**src/rtl/shift_reg_pkg.sv**
```systemverilog
// Definitions shared by the serializer and the universal shift register it feeds:
// the shift mode codes and the serializer FSM state encoding.
package shift_reg_pkg;

  localparam logic [1:0] NO_SHIFT    = 2'b00;
  localparam logic [1:0] LEFT_SHIFT  = 2'b01;
  localparam logic [1:0] RIGHT_SHIFT = 2'b10;
  localparam logic [1:0] LOAD        = 2'b11;

  typedef enum logic {
    IDLE  = 1'b0,
    SHIFT = 1'b1
  } state_t;

  // The receiver must shift toward the end that the serializer sends first.
  function automatic logic [1:0] shiftCode(input bit msbFirst);
    return msbFirst ? LEFT_SHIFT : RIGHT_SHIFT;
  endfunction

endpackage

```
**src/rtl/bit_period_timer.sv**
```systemverilog
// Bit-period timer: down-counter that strobes on the last cycle of every
// BIT_DIV-cycle bit period while running; with BIT_DIV=1 it strobes every cycle.
module bit_period_timer #(
  parameter int BIT_DIV = 1
) (
  input  logic clk,
  input  logic reset_n,
  input  logic run,
  input  logic restart,
  output logic strobe
);

  localparam int CW = (BIT_DIV > 1) ? $clog2(BIT_DIV) : 1;
  localparam logic [CW-1:0] RELOAD = CW'(BIT_DIV - 1);

  logic [CW-1:0] r_cnt;

  // Restart wins so the first bit of a fresh frame always gets a full period.
  always_ff @(posedge clk or negedge reset_n) begin
    if (!reset_n) begin
      r_cnt <= '0;
    end else if (restart) begin
      r_cnt <= RELOAD;
    end else if (run) begin
      r_cnt <= (r_cnt == '0) ? RELOAD : r_cnt - CW'(1);
    end
  end

  assign strobe = run && (r_cnt == '0);

endmodule

```
**src/rtl/shift_reg_serializer.sv**
```systemverilog
// Parallel-to-serial transmitter for the universal shift register: one bit per
// bit period plus the matching shift code, with a one-word holding register.
module shift_reg_serializer
  import shift_reg_pkg::*;
#(
  parameter int DATA_W    = 8,
  parameter int BIT_DIV   = 1,
  parameter bit MSB_FIRST = 1'b1
) (
  input  logic              clk,
  input  logic              reset_n,
  input  logic [DATA_W-1:0] tx_data,
  input  logic              tx_valid,
  output logic              tx_ready,
  output logic              serial_out,
  output logic [1:0]        shift_mode,
  output logic              frame_done,
  output logic              busy
);

  localparam int BW = $clog2(DATA_W);
  localparam logic [BW-1:0] LAST_BIT = BW'(DATA_W - 1);
  localparam logic [1:0] MODE = shiftCode(MSB_FIRST);

  state_t            r_state;
  logic [DATA_W-1:0] r_shreg;
  logic [DATA_W-1:0] r_hold;
  logic              r_holdFull;
  logic [BW-1:0]     r_bitCnt;

  logic w_run;
  logic w_start;
  logic w_strobe;
  logic w_lastBit;

  assign w_run     = (r_state == SHIFT);
  assign w_start   = (r_state == IDLE) && tx_valid;
  assign w_lastBit = w_strobe && (r_bitCnt == LAST_BIT);

  bit_period_timer #(
    .BIT_DIV (BIT_DIV)
  ) u_timer (
    .clk     (clk),
    .reset_n (reset_n),
    .run     (w_run),
    .restart (w_start),
    .strobe  (w_strobe)
  );

  function automatic logic [DATA_W-1:0] shiftOne(input logic [DATA_W-1:0] v);
    return MSB_FIRST ? {v[DATA_W-2:0], 1'b0} : {1'b0, v[DATA_W-1:1]};
  endfunction

  // On the final strobe a held word beats a word offered in the same cycle;
  // either one continues the stream with no idle gap.
  always_ff @(posedge clk or negedge reset_n) begin
    if (!reset_n) begin
      r_state    <= IDLE;
      r_shreg    <= '0;
      r_hold     <= '0;
      r_holdFull <= 1'b0;
      r_bitCnt   <= '0;
    end else begin
      case (r_state)
        IDLE: begin
          if (tx_valid) begin
            r_shreg  <= tx_data;
            r_bitCnt <= '0;
            r_state  <= SHIFT;
          end
        end
        SHIFT: begin
          if (tx_valid && !r_holdFull && !w_lastBit) begin
            r_hold     <= tx_data;
            r_holdFull <= 1'b1;
          end
          if (w_strobe) begin
            if (w_lastBit) begin
              r_bitCnt <= '0;
              if (r_holdFull) begin
                r_shreg    <= r_hold;
                r_holdFull <= 1'b0;
              end else if (tx_valid) begin
                r_shreg <= tx_data;
              end else begin
                r_shreg <= '0;
                r_state <= IDLE;
              end
            end else begin
              r_shreg  <= shiftOne(r_shreg);
              r_bitCnt <= r_bitCnt + BW'(1);
            end
          end
        end
        default: r_state <= IDLE;
      endcase
    end
  end

  assign tx_ready   = !r_holdFull;
  assign busy       = w_run;
  assign serial_out = w_run && (MSB_FIRST ? r_shreg[DATA_W-1] : r_shreg[0]);
  assign shift_mode = w_strobe ? MODE : NO_SHIFT;
  assign frame_done = w_lastBit;

endmodule

```
**config.mk**
```make
export PLATFORM = sky130hd
export DESIGN_NAME = shift_reg_serializer
export DESIGN_NICKNAME = d
export VERILOG_FILES = /design/src/rtl/shift_reg_pkg.sv /design/src/rtl/bit_period_timer.sv /design/src/rtl/shift_reg_serializer.sv
export SDC_FILE = /design/constraint.sdc
export NUM_CORES = 1
export LEC_CHECK = 0
export ABC_AREA = 1
export CAP_MARGIN = 10
export CORE_ASPECT_RATIO = 0.75
export CORE_MARGIN = 1.5
export CORE_UTILIZATION = 40
export CTS_CLUSTER_DIAMETER = 120
export DETAILED_ROUTE_END_ITERATION = 8
export PLACE_DENSITY_LB_ADDON = 0.3
export SETUP_SLACK_MARGIN = 0.05
export SLEW_MARGIN = 20
export SYNTH_ARGS = -nofsm -noshare
export SYNTH_HDL_FRONTEND = slang
export SYNTH_SLANG_ARGS = --single-unit
export TNS_END_PERCENT = 100
```
**constraint.sdc**
```tcl
create_clock -name clk -period 1.5 [get_ports clk]
set_input_delay 0.3 -clock clk [delete_from_list [all_inputs] [get_ports clk]]
set_output_delay 0.3 -clock clk [all_outputs]
set_load 0.02 [all_outputs]
```
## Word level (Yosys, flattened, before mapping)

Index checks and enable logic that the tools add are counted.

- Flip-flop bits (word level): 22
- Latch bits: 0
- Bits in writable memories: 0
- Memory bits (read-only): 0
- Input bits: 11
- Output and inout bits: 6
- Memories kept: 0

- Add/sub/neg operators: 2
- Multiply operators: 0
- Divide/modulo/power cells: 0
- Magnitude comparators: 0
- Equal/unequal tests: 3
- Shift-type cells: 0
- Multiplexer cells: 23
- Bitwise logic cells: 2
- Reductions and logical operators: 11

Operators by type and width:

| kind | count |
|---|---|
| 2-to-1 mux 8 bit | 5 |
| one-hot mux 8 bit (2 select lines) | 1 |
| 2-to-1 mux 1 bit | 12 |
| 2-to-1 mux 3 bit | 3 |
| logical AND 1 bit | 6 |
| one-hot mux 3 bit (2 select lines) | 1 |
| AND reduction 2 bit | 2 |
| adder 3 x 1 -> 3 bit (second input constant) | 1 |
| == test 3 bit (second input constant) | 1 |
| zero test 1 bit | 2 |
| != test 2 x 1 -> 1 bit (second input constant) | 1 |
| != test 2 bit (second input constant) | 1 |
| NOT 1 bit | 2 |
| one-hot mux 1 bit (2 select lines) | 1 |
| nonzero test 2 bit | 1 |
| subtractor 1 bit (second input constant) | 1 |

## Logic depth before layout (Yosys ltp)

- Depth in word-level cells: 9
- Depth in mapped cells: 7
- Mapped depth without buffers: 7

## Cells and area by module

Synthesis repeated with hierarchy kept, for this count alone.

- Cells, all modules: 154
- Area, all modules: 1147.4 sq um

By module, submodules not included:

| module | times used | cells each | area each (sq um) | sequential area each (sq um) |
|---|---|---|---|---|
| shift_reg_serializer | 1 | 153 | 1139.8 | 525.5 |
| bit_period_timer | 1 | 1 | 7.5 | 0.0 |

## Least setup slack after synthesis

No wires, ideal clock.

- Kind: register to output
- Start point: register r_bitCnt[0]
- End point: output frame_done
- Data arrival time: 1155 ps
- Data required time: 1200 ps
- Setup slack: 45 ps
- Cell stages (with the launch flop): 5
- Path buffers: 0
- Cells stage by stage: dfrtp_1 -> ha_1 -> ha_1 -> nand2_1 -> inv_1

- Longest elaborated chain between the ends: 2

Ends and longest elaborated chain:

| what | RTL line | source |
|---|---|---|
| from (decl) | shift_reg_serializer.sv:29 | `logic [BW-1:0] r_bitCnt;` |
| from (signal assigned) | shift_reg_serializer.sv:91 | `r_bitCnt <= r_bitCnt + BW'(1);` |
| == test 3 bit | shift_reg_serializer.sv:38 | `assign w_lastBit = w_strobe && (r_bitCnt == LAST_BIT);` |
| logical AND 1 bit | shift_reg_serializer.sv:38 |  |
| to (decl) | shift_reg_serializer.sv:17 | `output logic frame_done,` |

No other way between the ends.

## Final worst setup path

- Start point: register r_bitCnt[1]
- End point: output frame_done

The elaborated chain is that of the path after synthesis.

==> results.sh <==
export IMPL_status="complete, but fails checks"
export IMPL_violations="negative setup slack"
export IMPL_finClkSkew_ns=0.00366
export IMPL_placement_io_buffers=15
export IMPL_rows=16
export IMPL_p_int_mw=1.52
export IMPL_synth_area_mm2=0.00111
export IMPL_final_common_cell="nand2_1"
export IMPL_mostFrequentLayoutCells="nand2_1, nor2_1, dfrtp_1"
export IMPL_ios=17
export IMPL_cts_htree_levels=1
export IMPL_grt_max_degree=22
export IMPL_vdd_ir_drop_max_v=0.000900
export IMPL_initial_core_util_pct=42.5
export IMPL_drt_iter0_drc=28
export IMPL_critPathMaxStageDelay_ns=0.41
export IMPL_crit_type="reg -> out"
export IMPL_drt_pass1_iter_count=4
export IMPL_p_clk_share_pct=14.8
export IMPL_place_area_mm2=0.00137
export IMPL_crit_family="flip-flops"
export IMPL_grt_util_met1_pct=25.1
export IMPL_drive_gt1_share_pct=37.0
export IMPL_cap_violations=0
export IMPL_cp_required_ns=1.20
export IMPL_power_density_mw_per_mm2=1600
export IMPL_min_period_over_period_pct=104
export IMPL_yosysSeqAreaShare_pct=47.1
export IMPL_num_vias=998
export IMPL_critPathCapture="frame_done"
export IMPL_cts_clk_slew_worst_paths_ns=0.08
export IMPL_path_max_fanout=2
export IMPL_max_clock_path_buffers=2
export IMPL_dieArea_mm2=0.00312
export IMPL_min_period_ns=1.57
export IMPL_drtAntennaViolNets=0
export IMPL_switchingPower_uw=977
export IMPL_p_comb_share_pct=46.5
export IMPL_cts_buffers=3
export IMPL_die_h_um=48.7
export IMPL_die_x_um=64.0
export IMPL_grt_use_met3_pct=4.88
export IMPL_hp_class="in -> async"
export IMPL_fmax_mhz=639
export IMPL_rr_endpoint="r_hold[4]$_DFFE_PN0P_"
export IMPL_instances_no_fill=209
export IMPL_multi_input_area_um2=617
export IMPL_endpoint_kind="output pin"
export IMPL_clock_sinks=21
export IMPL_drc=0
export IMPL_stdcell_area_mm2=0.00156
export IMPL_cts_tree="built"
export IMPL_synth_nets=156
export IMPL_finalHoldWorstSlack_ns=0.369
export IMPL_drv_slew=0
export IMPL_yosysUniqueCellTypes=19
export IMPL_final_hold_violation_count=0
export IMPL_path_cells="ha_4 > ha_4 > nand2_2 > inv_1 > buf_6"
export IMPL_crit_cells=5
export IMPL_pre_cts_ws_ns=-0.214
export IMPL_clock_latency_ns=0.26
export IMPL_met2_usage_pct=25.9
export IMPL_ys_ff_latch=21
export IMPL_critPathMostFrequentCell="ha_4"
export IMPL_wl_per_cell_um=12.4
export IMPL_cp_startpoint="r_bitCnt[1]$_DFFE_PN0P_"
export IMPL_seqCellArea_um2=526
export IMPL_viasPerCell=4.78
export IMPL_antenna_found_initial=0
export IMPL_top_usage_layer="met2"
export IMPL_grtUsageTotal_pct=17.5
export IMPL_syn2layout_area_growth_pct=39.8
export IMPL_nNetsFinal=187
export IMPL_utilization_pct=59.4
export IMPL_r2r_cells=7
export IMPL_n_fill_cell=233
export IMPL_critPathLaunchType="flop"
export IMPL_dp_hpwl_mm=1.63
export IMPL_cts_root_buf="clkbuf_8"
export IMPL_p_leak_nw=0.774
export IMPL_rsz0062_at_grt="yes"
export IMPL_fp_coreArea_mm2=0.00262
export IMPL_worst_slack_ns=-0.0659
export IMPL_critPathBufInv=2
export IMPL_r2r_slack_ns=-0.05
export IMPL_power_total_mw=2.50
export IMPL_grt_pass1_wl_mm=4.13
export IMPL_avgSynthCellArea_um2=7.80
export IMPL_crit_slowest_cell="dfrtp_1"
export IMPL_reg2reg_from="r_bitCnt[1]$_DFFE_PN0P_"
export IMPL_syn_inst=143
export IMPL_gp_congestion=0.771
export IMPL_wirelength_mm=2.59
export IMPL_grt_pass1_vias=886
export IMPL_setup_viol=11
export IMPL_fin_setup_tns_ns=-0.404
export IMPL_yosys_warnings=0
export IMPL_dp_cells=201
export IMPL_arrival_ns=1.27
export IMPL_diodes=0
export IMPL_switching_share_pct=39.0
export IMPL_power_frac_seq_pct=38.6
export IMPL_overflow=0
power by group through the flow:
stage	Combinational [mW]	Sequential, mW	Clock [mW]
after floorplan	0.672	0.900	0
after global placement	0.938	0.918	0
after detailed placement	0.966	0.931	0
after CTS	1.03	0.937	0.380
after global routing	1.31	0.995	0.408
final	1.16	0.966	0.371
how the worst min path moves through the flow:
stage | start | depth (start not counted) | slack, ns | to
after floorplan | reset_n | 0 | 0.004 | busy$_DFF_PN0_
after global placement | r_hold[3]$_DFFE_PN0P_ | 2 | 0.47 | r_hold[3]$_DFFE_PN0P_
after detailed placement | r_hold[3]$_DFFE_PN0P_ | 2 | 0.47 | r_hold[3]$_DFFE_PN0P_
after CTS | reset_n | 2 | 0.38 | r_bitCnt[0]$_DFFE_PN0P_
after global routing | reset_n | 2 | 0.41 | r_bitCnt[0]$_DFFE_PN0P_
final | reset_n | 2 | 0.37 | r_bitCnt[2]$_DFFE_PN0P_
cell usage after synthesis, drive strengths merged:
master  count  area (um2)
nor3        1        5.00
o21ai      10        80.1
nor2       24        97.6
a21oi      10        50.1
conb        1        3.75
ha          2        25.0
nand2      41         156
inv        15        58.8
buf         6        47.5
nand3      12        65.1
dfrtp      21         526
what timing repair did:
item | in CTS | in global routing
setup endpoints to repair | 20 | 19
pin swaps | 4 | 13
hold buffers | 0 | 0
resized for setup | 24 | 22
gates cloned | 1 | 0
setup buffers | 1 | 2
layout make-up:
| cell class | count | area share [%] |
|---|---|---|
| Inverter | 15 | 4.01 |
| Multi-Input combinational cell | 102 | 39.6 |
| Tap cell | 36 | 2.89 |
| Sequential cell | 21 | 33.7 |
| Clock inverter | 1 | 0.321 |
| Timing Repair Buffer | 31 | 16.9 |
| Clock buffer | 3 | 2.65 |
sequential cells by signal, indices dropped and copies added, names as in the netlist:
register	cells
r_holdFull	1
busy	1
r_hold	8
r_shreg	8
r_bitCnt	3
kinds of logic (layout without fill, tap and decap cells):
family	Yosys count	count (layout)	share of synthesized area [%]
and+or+nand+nor	78	79	29.1
DFF	21	21	47.1
AOI/OAI and AO/OA	20	20	11.7
other	1	1	0.336
buffers and inverters	21	50	9.54
adders and majority gates	2	2	2.24
routing by layer:
layer	share of wire (%)	vias up	wire (um)
li1	-	504	-
met4	1.9	0	48
met3	3.5	6	92
met5	0	-	0
met1	47	467	1210
met2	48	21	1240
No activity file was read; power rests on OpenSTA's default activity.
